File: src/rtl/swt16_loader_if.sv
// Byte-stream input and memory write/status bundle between the boot stream,
// the loader, and the swt16 core memories.
interface swt16_loader_if #(
    parameter int ADDR_WIDTH = 12,
    parameter int WORD_WIDTH = 16
);
    logic [7:0]            in_byte;
    logic                  in_valid;
    logic                  out_ready;
    logic                  out_pmem_wr_en;
    logic                  out_dmem_wr_en;
    logic [ADDR_WIDTH-1:0] out_wr_addr;
    logic [WORD_WIDTH-1:0] out_wr_word;
    logic                  out_core_reset;
    logic                  out_done;
    logic                  out_error;
    logic [11:0]           out_words_loaded;

    modport slave (
        input  in_byte, in_valid,
        output out_ready, out_pmem_wr_en, out_dmem_wr_en, out_wr_addr, out_wr_word,
               out_core_reset, out_done, out_error, out_words_loaded
    );

    modport master (
        output in_byte, in_valid,
        input  out_ready, out_pmem_wr_en, out_dmem_wr_en, out_wr_addr, out_wr_word,
               out_core_reset, out_done, out_error, out_words_loaded
    );
endinterface

File: src/rtl/swt16_loader.sv
// Boot loader: parses framed big-endian byte stream into PMEM/DMEM word writes,
// holds the swt16 core in reset until a GO frame, locks up on any frame error.
module swt16_loader #(
    parameter int          ADDR_WIDTH     = 12,
    parameter int          WORD_WIDTH     = 16,
    parameter int          ADDR_INCREMENT = 2,
    parameter logic [7:0]  SYNC_BYTE      = 8'hA5
) (
    input  logic          clock,
    input  logic          reset,
    swt16_loader_if.slave bus
);
    localparam int ADDR_LIMIT = 2 ** ADDR_WIDTH;

    typedef enum logic [3:0] {
        S_IDLE, S_TARGET, S_ADDR_HI, S_ADDR_LO, S_LEN_HI, S_LEN_LO,
        S_DATA_HI, S_DATA_LO, S_CSUM, S_RUN, S_ERROR
    } state_t;

    state_t                state;
    logic                  target_dmem;
    logic [7:0]            addr_hi_q;
    logic [ADDR_WIDTH-1:0] addr_q;
    logic [7:0]            len_hi_q;
    logic [15:0]           count_q;
    logic [7:0]            csum_q;
    logic [7:0]            data_hi_q;

    logic        accept;
    logic [15:0] addr16;
    logic [15:0] len16;
    logic [16:0] end17;
    logic        addr_bad;
    logic        len_bad;

    always_comb begin
        accept   = bus.in_valid & bus.out_ready;
        addr16   = {addr_hi_q, bus.in_byte};
        len16    = {len_hi_q, bus.in_byte};
        // 17-bit end address so a frame ending exactly at the top of memory is legal
        end17    = 17'(addr_q) + {len16, 1'b0};
        addr_bad = ({1'b0, addr16} >= 17'(ADDR_LIMIT)) || addr16[0];
        len_bad  = (len16 == 16'd0) || (end17 > 17'(ADDR_LIMIT));
    end

    always_ff @(posedge clock or posedge reset) begin
        if (reset) begin
            state                <= S_IDLE;
            target_dmem          <= 1'b0;
            addr_hi_q            <= '0;
            addr_q               <= '0;
            len_hi_q             <= '0;
            count_q              <= '0;
            csum_q               <= '0;
            data_hi_q            <= '0;
            bus.out_ready        <= 1'b0;
            bus.out_pmem_wr_en   <= 1'b0;
            bus.out_dmem_wr_en   <= 1'b0;
            bus.out_wr_addr      <= '0;
            bus.out_wr_word      <= '0;
            bus.out_core_reset   <= 1'b1;
            bus.out_done         <= 1'b0;
            bus.out_error        <= 1'b0;
            bus.out_words_loaded <= '0;
        end else begin
            bus.out_pmem_wr_en <= 1'b0;
            bus.out_dmem_wr_en <= 1'b0;
            if (state != S_RUN && state != S_ERROR)
                bus.out_ready <= 1'b1;

            if (accept) begin
                case (state)
                    S_IDLE: begin
                        if (bus.in_byte == SYNC_BYTE)
                            state <= S_TARGET;
                    end
                    S_TARGET: begin
                        if (bus.in_byte == 8'h00 || bus.in_byte == 8'h01) begin
                            target_dmem <= bus.in_byte[0];
                            state       <= S_ADDR_HI;
                        end else if (bus.in_byte == 8'hFF && !bus.out_error) begin
                            state              <= S_RUN;
                            bus.out_ready      <= 1'b0;
                            bus.out_core_reset <= 1'b0;
                            bus.out_done       <= 1'b1;
                        end else begin
                            state         <= S_ERROR;
                            bus.out_ready <= 1'b0;
                            bus.out_error <= 1'b1;
                        end
                    end
                    S_ADDR_HI: begin
                        addr_hi_q <= bus.in_byte;
                        state     <= S_ADDR_LO;
                    end
                    S_ADDR_LO: begin
                        addr_q <= addr16[ADDR_WIDTH-1:0];
                        if (addr_bad) begin
                            state         <= S_ERROR;
                            bus.out_ready <= 1'b0;
                            bus.out_error <= 1'b1;
                        end else begin
                            state <= S_LEN_HI;
                        end
                    end
                    S_LEN_HI: begin
                        len_hi_q <= bus.in_byte;
                        state    <= S_LEN_LO;
                    end
                    S_LEN_LO: begin
                        if (len_bad) begin
                            state         <= S_ERROR;
                            bus.out_ready <= 1'b0;
                            bus.out_error <= 1'b1;
                        end else begin
                            count_q <= len16;
                            csum_q  <= '0;
                            state   <= S_DATA_HI;
                        end
                    end
                    S_DATA_HI: begin
                        data_hi_q <= bus.in_byte;
                        csum_q    <= csum_q ^ bus.in_byte;
                        state     <= S_DATA_LO;
                    end
                    S_DATA_LO: begin
                        bus.out_pmem_wr_en <= ~target_dmem;
                        bus.out_dmem_wr_en <= target_dmem;
                        bus.out_wr_addr    <= addr_q;
                        bus.out_wr_word    <= WORD_WIDTH'({data_hi_q, bus.in_byte});
                        if (bus.out_words_loaded != 12'hFFF)
                            bus.out_words_loaded <= bus.out_words_loaded + 12'd1;
                        addr_q  <= addr_q + ADDR_WIDTH'(ADDR_INCREMENT);
                        csum_q  <= csum_q ^ bus.in_byte;
                        count_q <= count_q - 16'd1;
                        state   <= (count_q == 16'd1) ? S_CSUM : S_DATA_HI;
                    end
                    S_CSUM: begin
                        if (bus.in_byte == csum_q) begin
                            state <= S_IDLE;
                        end else begin
                            state         <= S_ERROR;
                            bus.out_ready <= 1'b0;
                            bus.out_error <= 1'b1;
                        end
                    end
                    default: ;
                endcase
            end
        end
    end
endmodule

File: src/flat_wrapper.sv
// flat-port wrapper written by rule: the top's interface ports become plain ports
module swt16_loader_flat 
#(
    parameter int          ADDR_WIDTH     = 12,
    parameter int          WORD_WIDTH     = 16,
    parameter int          ADDR_INCREMENT = 2,
    parameter logic [7:0]  SYNC_BYTE      = 8'hA5
)
  (clock, reset, bus_in_byte, bus_in_valid, bus_out_ready, bus_out_pmem_wr_en, bus_out_dmem_wr_en, bus_out_wr_addr, bus_out_wr_word, bus_out_core_reset, bus_out_done, bus_out_error, bus_out_words_loaded);
  swt16_loader_if #(.ADDR_WIDTH(ADDR_WIDTH), .WORD_WIDTH(WORD_WIDTH)) bus_i ();
  input  logic clock;
  input  logic reset;
  input wire logic [$bits(bus_i.in_byte)-1:0] bus_in_byte;
  input wire logic [$bits(bus_i.in_valid)-1:0] bus_in_valid;
  output wire logic [$bits(bus_i.out_ready)-1:0] bus_out_ready;
  output wire logic [$bits(bus_i.out_pmem_wr_en)-1:0] bus_out_pmem_wr_en;
  output wire logic [$bits(bus_i.out_dmem_wr_en)-1:0] bus_out_dmem_wr_en;
  output wire logic [$bits(bus_i.out_wr_addr)-1:0] bus_out_wr_addr;
  output wire logic [$bits(bus_i.out_wr_word)-1:0] bus_out_wr_word;
  output wire logic [$bits(bus_i.out_core_reset)-1:0] bus_out_core_reset;
  output wire logic [$bits(bus_i.out_done)-1:0] bus_out_done;
  output wire logic [$bits(bus_i.out_error)-1:0] bus_out_error;
  output wire logic [$bits(bus_i.out_words_loaded)-1:0] bus_out_words_loaded;
  assign bus_i.in_byte = bus_in_byte;
  assign bus_i.in_valid = bus_in_valid;
  assign bus_out_ready = bus_i.out_ready;
  assign bus_out_pmem_wr_en = bus_i.out_pmem_wr_en;
  assign bus_out_dmem_wr_en = bus_i.out_dmem_wr_en;
  assign bus_out_wr_addr = bus_i.out_wr_addr;
  assign bus_out_wr_word = bus_i.out_wr_word;
  assign bus_out_core_reset = bus_i.out_core_reset;
  assign bus_out_done = bus_i.out_done;
  assign bus_out_error = bus_i.out_error;
  assign bus_out_words_loaded = bus_i.out_words_loaded;
  swt16_loader #(.ADDR_WIDTH(ADDR_WIDTH), .WORD_WIDTH(WORD_WIDTH), .ADDR_INCREMENT(ADDR_INCREMENT), .SYNC_BYTE(SYNC_BYTE)) u_core (.clock(clock), .reset(reset), .bus(bus_i));
endmodule
File: config.mk
export PLATFORM = sky130hd
export DESIGN_NAME = swt16_loader_flat
export DESIGN_NICKNAME = d
export VERILOG_FILES = /design/src/rtl/swt16_loader_if.sv /design/src/rtl/swt16_loader.sv /design/src/flat_wrapper.sv
export SDC_FILE = /design/constraint.sdc
export NUM_CORES = 1
export LEC_CHECK = 0
export BUFFER_PORTS_ARGS = -buffer_cell sky130_fd_sc_hd__buf_2
export CORE_MARGIN = 1
export CORE_UTILIZATION = 60
export DETAILED_ROUTE_END_ITERATION = 8
export GPL_TIMING_DRIVEN = 1
export HOLD_SLACK_MARGIN = 0.03
export MAX_ROUTING_LAYER = met4
export PLACE_DENSITY_LB_ADDON = 0.12
export REMOVE_ABC_BUFFERS = 1
export SYNTH_ARGS = -nofsm -noshare
export SYNTH_HDL_FRONTEND = slang
export SYNTH_SLANG_ARGS = --single-unit
File: constraint.sdc
create_clock -name clock -period 4.3 [get_ports clock]
set_input_delay 1.075 -clock clock [delete_from_list [all_inputs] [get_ports clock]]
set_output_delay 1.075 -clock clock [all_outputs]
set_load 0.005 [all_outputs]
### Word-level counts from Yosys, hierarchy flattened

Cells that the tools add are included.

| storage, ports and cells | value |
|---|---|
| flip-flop bits (word level) | 111 |
| bits in latches | 0 |
| bits in writable memories | 0 |
| bits in read-only memories | 0 |
| input bits | 11 |
| output and inout port bits | 46 |
| word-level logic and storage cells | 107 |
| memories kept | 0 |

| operators by class | value |
|---|---|
| add/sub/neg operators | 4 |
| multiply operators | 0 |
| divide/modulo/power cells | 0 |
| $lt $le $gt $ge | 2 |
| equality and inequality tests | 23 |
| shifts and indexed selects | 0 |
| mux-type cells | 30 |
| bitwise operators | 4 |
| reduce and logical (&&, ||, !) cells | 27 |

Operators by type and width:

| operator | count |
|---|---|
| $pmux 4 s9 | 1 |
| $pmux 16 s2 | 1 |
| $mux 4 | 6 |
| $pmux 12 s2 | 1 |
| $add 12x17->17 | 1 |
| $gt 17x13->1 const B | 1 |
| $eq 16x1->1 const B | 1 |
| $eq 4x3->1 const B | 4 |
| $eq 8x8->1 const B | 2 |
| $ge 16x13->1 const B | 1 |
| $logic_not 16->1 | 1 |
| $mux 16 | 1 |
| $pmux 8 s2 | 1 |
| $sub 16x1->16 const B | 1 |
| $mux 1 | 15 |
| $reduce_and 3->1 | 5 |
| $add 12x1->12 const B | 1 |
| $add 12x2->12 const B | 1 |
| $ne 12x12->1 const B | 1 |
| $reduce_and 2->1 | 5 |
| $reduce_bool 9->1 | 1 |
| $eq 4x2->1 const B | 2 |
| $eq 8x1->1 const B | 1 |
| $eq 8x8->1 | 1 |
| 21 further kinds | 34 |

### Depth between registers and ports, before layout

| logic depth | value |
|---|---|
| word-level depth | 6 |
| gate-level depth with buffers | 12 |
| mapped depth without buffers | 10 |

### Worst setup path after synthesis

No wires, ideal clock.

| path | value |
|---|---|
| kind | input port to flip-flop |
| start point | in bus_in_byte[0] |
| end point | reg u_core.count_q[2] |
| arrival time | 3.795 ns |
| data required time | 4.218 ns |
| path slack | 0.423 ns |
| stages | 11 |
| path buffers | 1 |
| cells stage by stage | ha_1 > fa_1 > a21o_1 > a31oi_2 > o21bai_1 > a21o_1 > mux2i_1 > or4_4 > buf_6 > or4_1 > a22oi_2 |

| between the ends | value |
|---|---|
| cells in the longest elaborated chain, start to end | 5 |
| elaborated cells on any way between the ends | 6 |
| classes of those cells | add/sub: 1; order compare: 1; eq/ne: 1; reduce/logical: 3 |

Ends and longest elaborated chain:

| what | line | RTL |
|---|---|---|
| from (decl) | flat_wrapper.sv:13 | `input wire logic [$bits(bus_i.in_byte)-1:0] bus_in_byte;` |
| $add 12x17->17 | swt16_loader.sv:41 | `end17 = 17'(addr_q) + {len16, 1'b0};` |
| $gt 17x13->1 | swt16_loader.sv:43 | `len_bad = (len16 == 16'd0) \|\| (end17 > 17'(ADDR_LIMIT));` |
| $logic_or 1x1->1 * | swt16_loader.sv:43 |  |
| $ne 2x2->1 (no source line) * | - |  |
| $reduce_and 3->1 (no source line) * | - |  |
| to (signal assigned) | swt16_loader.sv:116 | `count_q <= len16;` |
| to (signal assigned) | swt16_loader.sv:135 | `count_q <= count_q - 16'd1;` |
| to (decl) | swt16_loader.sv:25 | `logic [15:0] count_q;` |

Every way passes the cells marked *; elsewhere a longest branch is shown, timed or not.
A chain may end at the register's enable or synchronous reset.

### Worst setup path in the final report

| path | value |
|---|---|
| start point | in bus_in_byte[0] |
| end point | reg u_core.count_q[15] |

Same word-level chain as after synthesis.

==> run summary <==
Status: completed
Post-CTS resize count: 0
Post-DP HPWL: 11900 um
Post-CTS Setup Bufs: 0
Netlist cell types: 65
DR WL/cell: 19.6 um
Synthesis-to-layout area growth: 10.9%
Endpoints failing setup: 0
Clk_skew: 14.0 ps
Clock buffer depth: 2
Post-Syn Area: 6310 sq um
Drt drc: 0
CP Launch Point: bus_in_byte[0]
Starting Density: 61.4%
CTS Buf Count: 9
Most frequent cell after synthesis: dfrtp_1
CP Data Required Time: 4610 ps
GRT overflow: 0
Latest clock arrival within the worst-skew pair: 400 ps
Worst hold path startpoint: u_core.target_dmem
Post-Synth Adder-Cell Area: 3.29%
Async set or reset register ratio after synthesis: 100%
Critical Path AT: 4200 ps
TNS Setup: 0 ps
Synth Area in Simple Gates: 20.6%
Finished Core Util: 68.1%
Worst-path clk slew: 100 ps
Number of synthesized flops with an enable pin: 0
Reported max-cap violation count: 0
Iteration-0 DRC Markers: 394
Die H: 105 um
Placeable Area: 10300 sq um
Post-synthesis mux area share: 7.83%
Width of the die: 105 um
CTS tree: done
CP Capture Type: flip-flop
Post-Syn Area per Cell: 9.33 sq um
Post-Synth XOR/XNOR Area: 3.75%
Worst reg2reg startpoint: u_core.addr_q[1]
Final min period: 3890 ps
Drt via density: 6.39
Root Buffer: clkbuf_8
Top FF cell, synth: dfrtp_1
Combinational family with the most area after synthesis: simple AND/OR/NAND/NOR gates
ANT nets after route: 0
First-pass GRT wire length: 27400 um
Final hold violations: 0
Register area: 2780 sq um
Kind of critical path: in -> reg
I/O Pins: 57
Gr usage total: 33.3%
Routability Congestion: 0.947
Cells after Synth: 677
Synth top area share: 43.6%
Top cells by count, synth: dfrtp_1, nand2_1, nor2_1, mux2_2
Synthesized flop and latch total: 111
Initial antenna violation count: 0
Maximum vdd drop: 0.417 mV
Footprint of the multi-input gates: 3340 sq um
CP startpoint kind: primary input
Routed vias: 5567
Worst min path class: reg -> reg
Slew Limit Fails: 0
Die Footprint: 10900 sq um
CTS Hold Buffers Added: 0
Worst slew pin tran: 828 ps
Period Utilization, post-route: 90.5%
Synth area leaders: dfrtp_1, mux2_2, nand2_1, nor2_1, a21oi_1
Synth Area in Compound Gates: 17.5%
RSZ-0062 raised after global routing: no
Filler cell count: 852
Layout cells sized above 1: 20.8%
Pre-CTS WS: 29.3 ps
Port bufs: 56
Worst rel slew slack: 44.8%
Cell area power density: 774 nW/um^2
Final setup margin: 409 ps
Post-synth top area cell: dfrtp_1
Antenna cell count: 0
Synth Warn #: 0
Register area share after synthesis: 44.0%
Rows: 37
Max Clk Rate: 257 MHz
Largest net degree at the start of global routing: 68
Routed WL: 17100 um
Crit-path max FO: 20
LEAKAGE: 3.09 nW
H-Tree Depth: 3
Drt first pass iters: 5
Final net count: 757
Vias in the first global route: 5304
CTS sink count: 111
where the power goes:
group / switching, mW / internal, mW / leakage, nW
Sequential: 0.471 / 1.49 / 1.34
Clock: 0.388 / 0.285 / 0.107
Combinational: 1.60 / 1.19 / 1.64
metal layers:
| layer | vias up | track usage [%] | wire length, um |
|---|---|---|---|
| met4 | 0 | 15.9 | 648 |
| met2 | 232 | 50.6 | 7940 |
| li1 | 2577 | - | - |
| met1 | 2708 | 42.9 | 7260 |
| met5 | - | - | 0 |
| met3 | 50 | 6.92 | 1200 |
worst max-delay path, stage by stage:
cell	delay, ps
buf_2	130
ha_1	230
fa_1	410
a21o_1	220
a31oi_2	300
o31ai_1	170
xnor2_1	180
a41oi_1	140
or4_4	650
or4_1	510
a22oi_1	180
sequential cells by signal, summed over array words and instances (netlist names), 4 cells and up:
name and count:
u_core.bus.out_words_loaded 12, u_core.bus.out_wr_word 16, u_core.addr_hi_q 8, u_core.data_hi_q 8
u_core.count_q 16, u_core.state 4, u_core.len_hi_q 8, u_core.csum_q 8
u_core.addr_q 12, u_core.bus.out_wr_addr 12
cells by family after synthesis:
| kind of cell | Yosys count |
|---|---|
| simple gates | 267 |
| mux | 44 |
| fa+ha+maj | 16 |
| compound gates | 164 |
| buf+inv | 48 |
| flops | 111 |
| xor+xnor | 27 |
stage by stage:
| stage | cell area (sq um) | power [mW] | std cells | hold WS, ps |
|---|---|---|---|---|
| 6_report | 7000 | 5.42 | 871 | 459 |
| 3_3_place_gp | 6790 | 4.61 | 855 | 427 |
| 2_1_floorplan | 6160 | 3.78 | 639 | 413 |
| 4_1_cts | 7000 | 5.40 | 871 | 455 |
| 3_5_place_dp | 6790 | 4.71 | 855 | 441 |
| 5_1_grt | 7000 | 5.80 | 871 | 486 |
final timing paths:
kind                                             end  slack [ps]  cells after the start
setup / recovery                  u_core.count_q[15]         410                     11
setup reg to reg                  u_core.count_q[15]         740                     10
hold reg to reg            u_core.bus.out_pmem_wr_en         460                      1
hold / removal             u_core.bus.out_pmem_wr_en         460                      1
max in group asynchronous  u_core.bus.out_core_reset        2550                      3
min in group asynchronous  u_core.bus.out_wr_addr[6]         830                      2
cell type report:
type	count	area share [%]
Clock buffer	10	1.82
Tap cell	136	2.43
Inverter	10	0.572
Sequential cell	111	39.7
Timing Repair Buffer	80	6.58
Multi-Input combinational cell	518	47.7
Clock inverter	6	1.16
cells in the final DEF (no fill, tap or decap), types with 8 or more instances in the layout:
cell,n
mux2_2,43
a21oi_1,39
nor4_1,14
buf_4,24
o21ai_0,39
buf_2,56
nor2_1,67
ha_1,15
or3_1,8
nor3b_1,10
inv_1,9
a31oi_1,8
xnor2_1,17
nand2_1,79
dfrtp_1,110
clkbuf_8,9
a2bb2oi_1,9
nand3_1,24
nand4_1,10
xor2_1,10
nor3_1,15
and3_1,11
(Power assumes the default switching activity.)
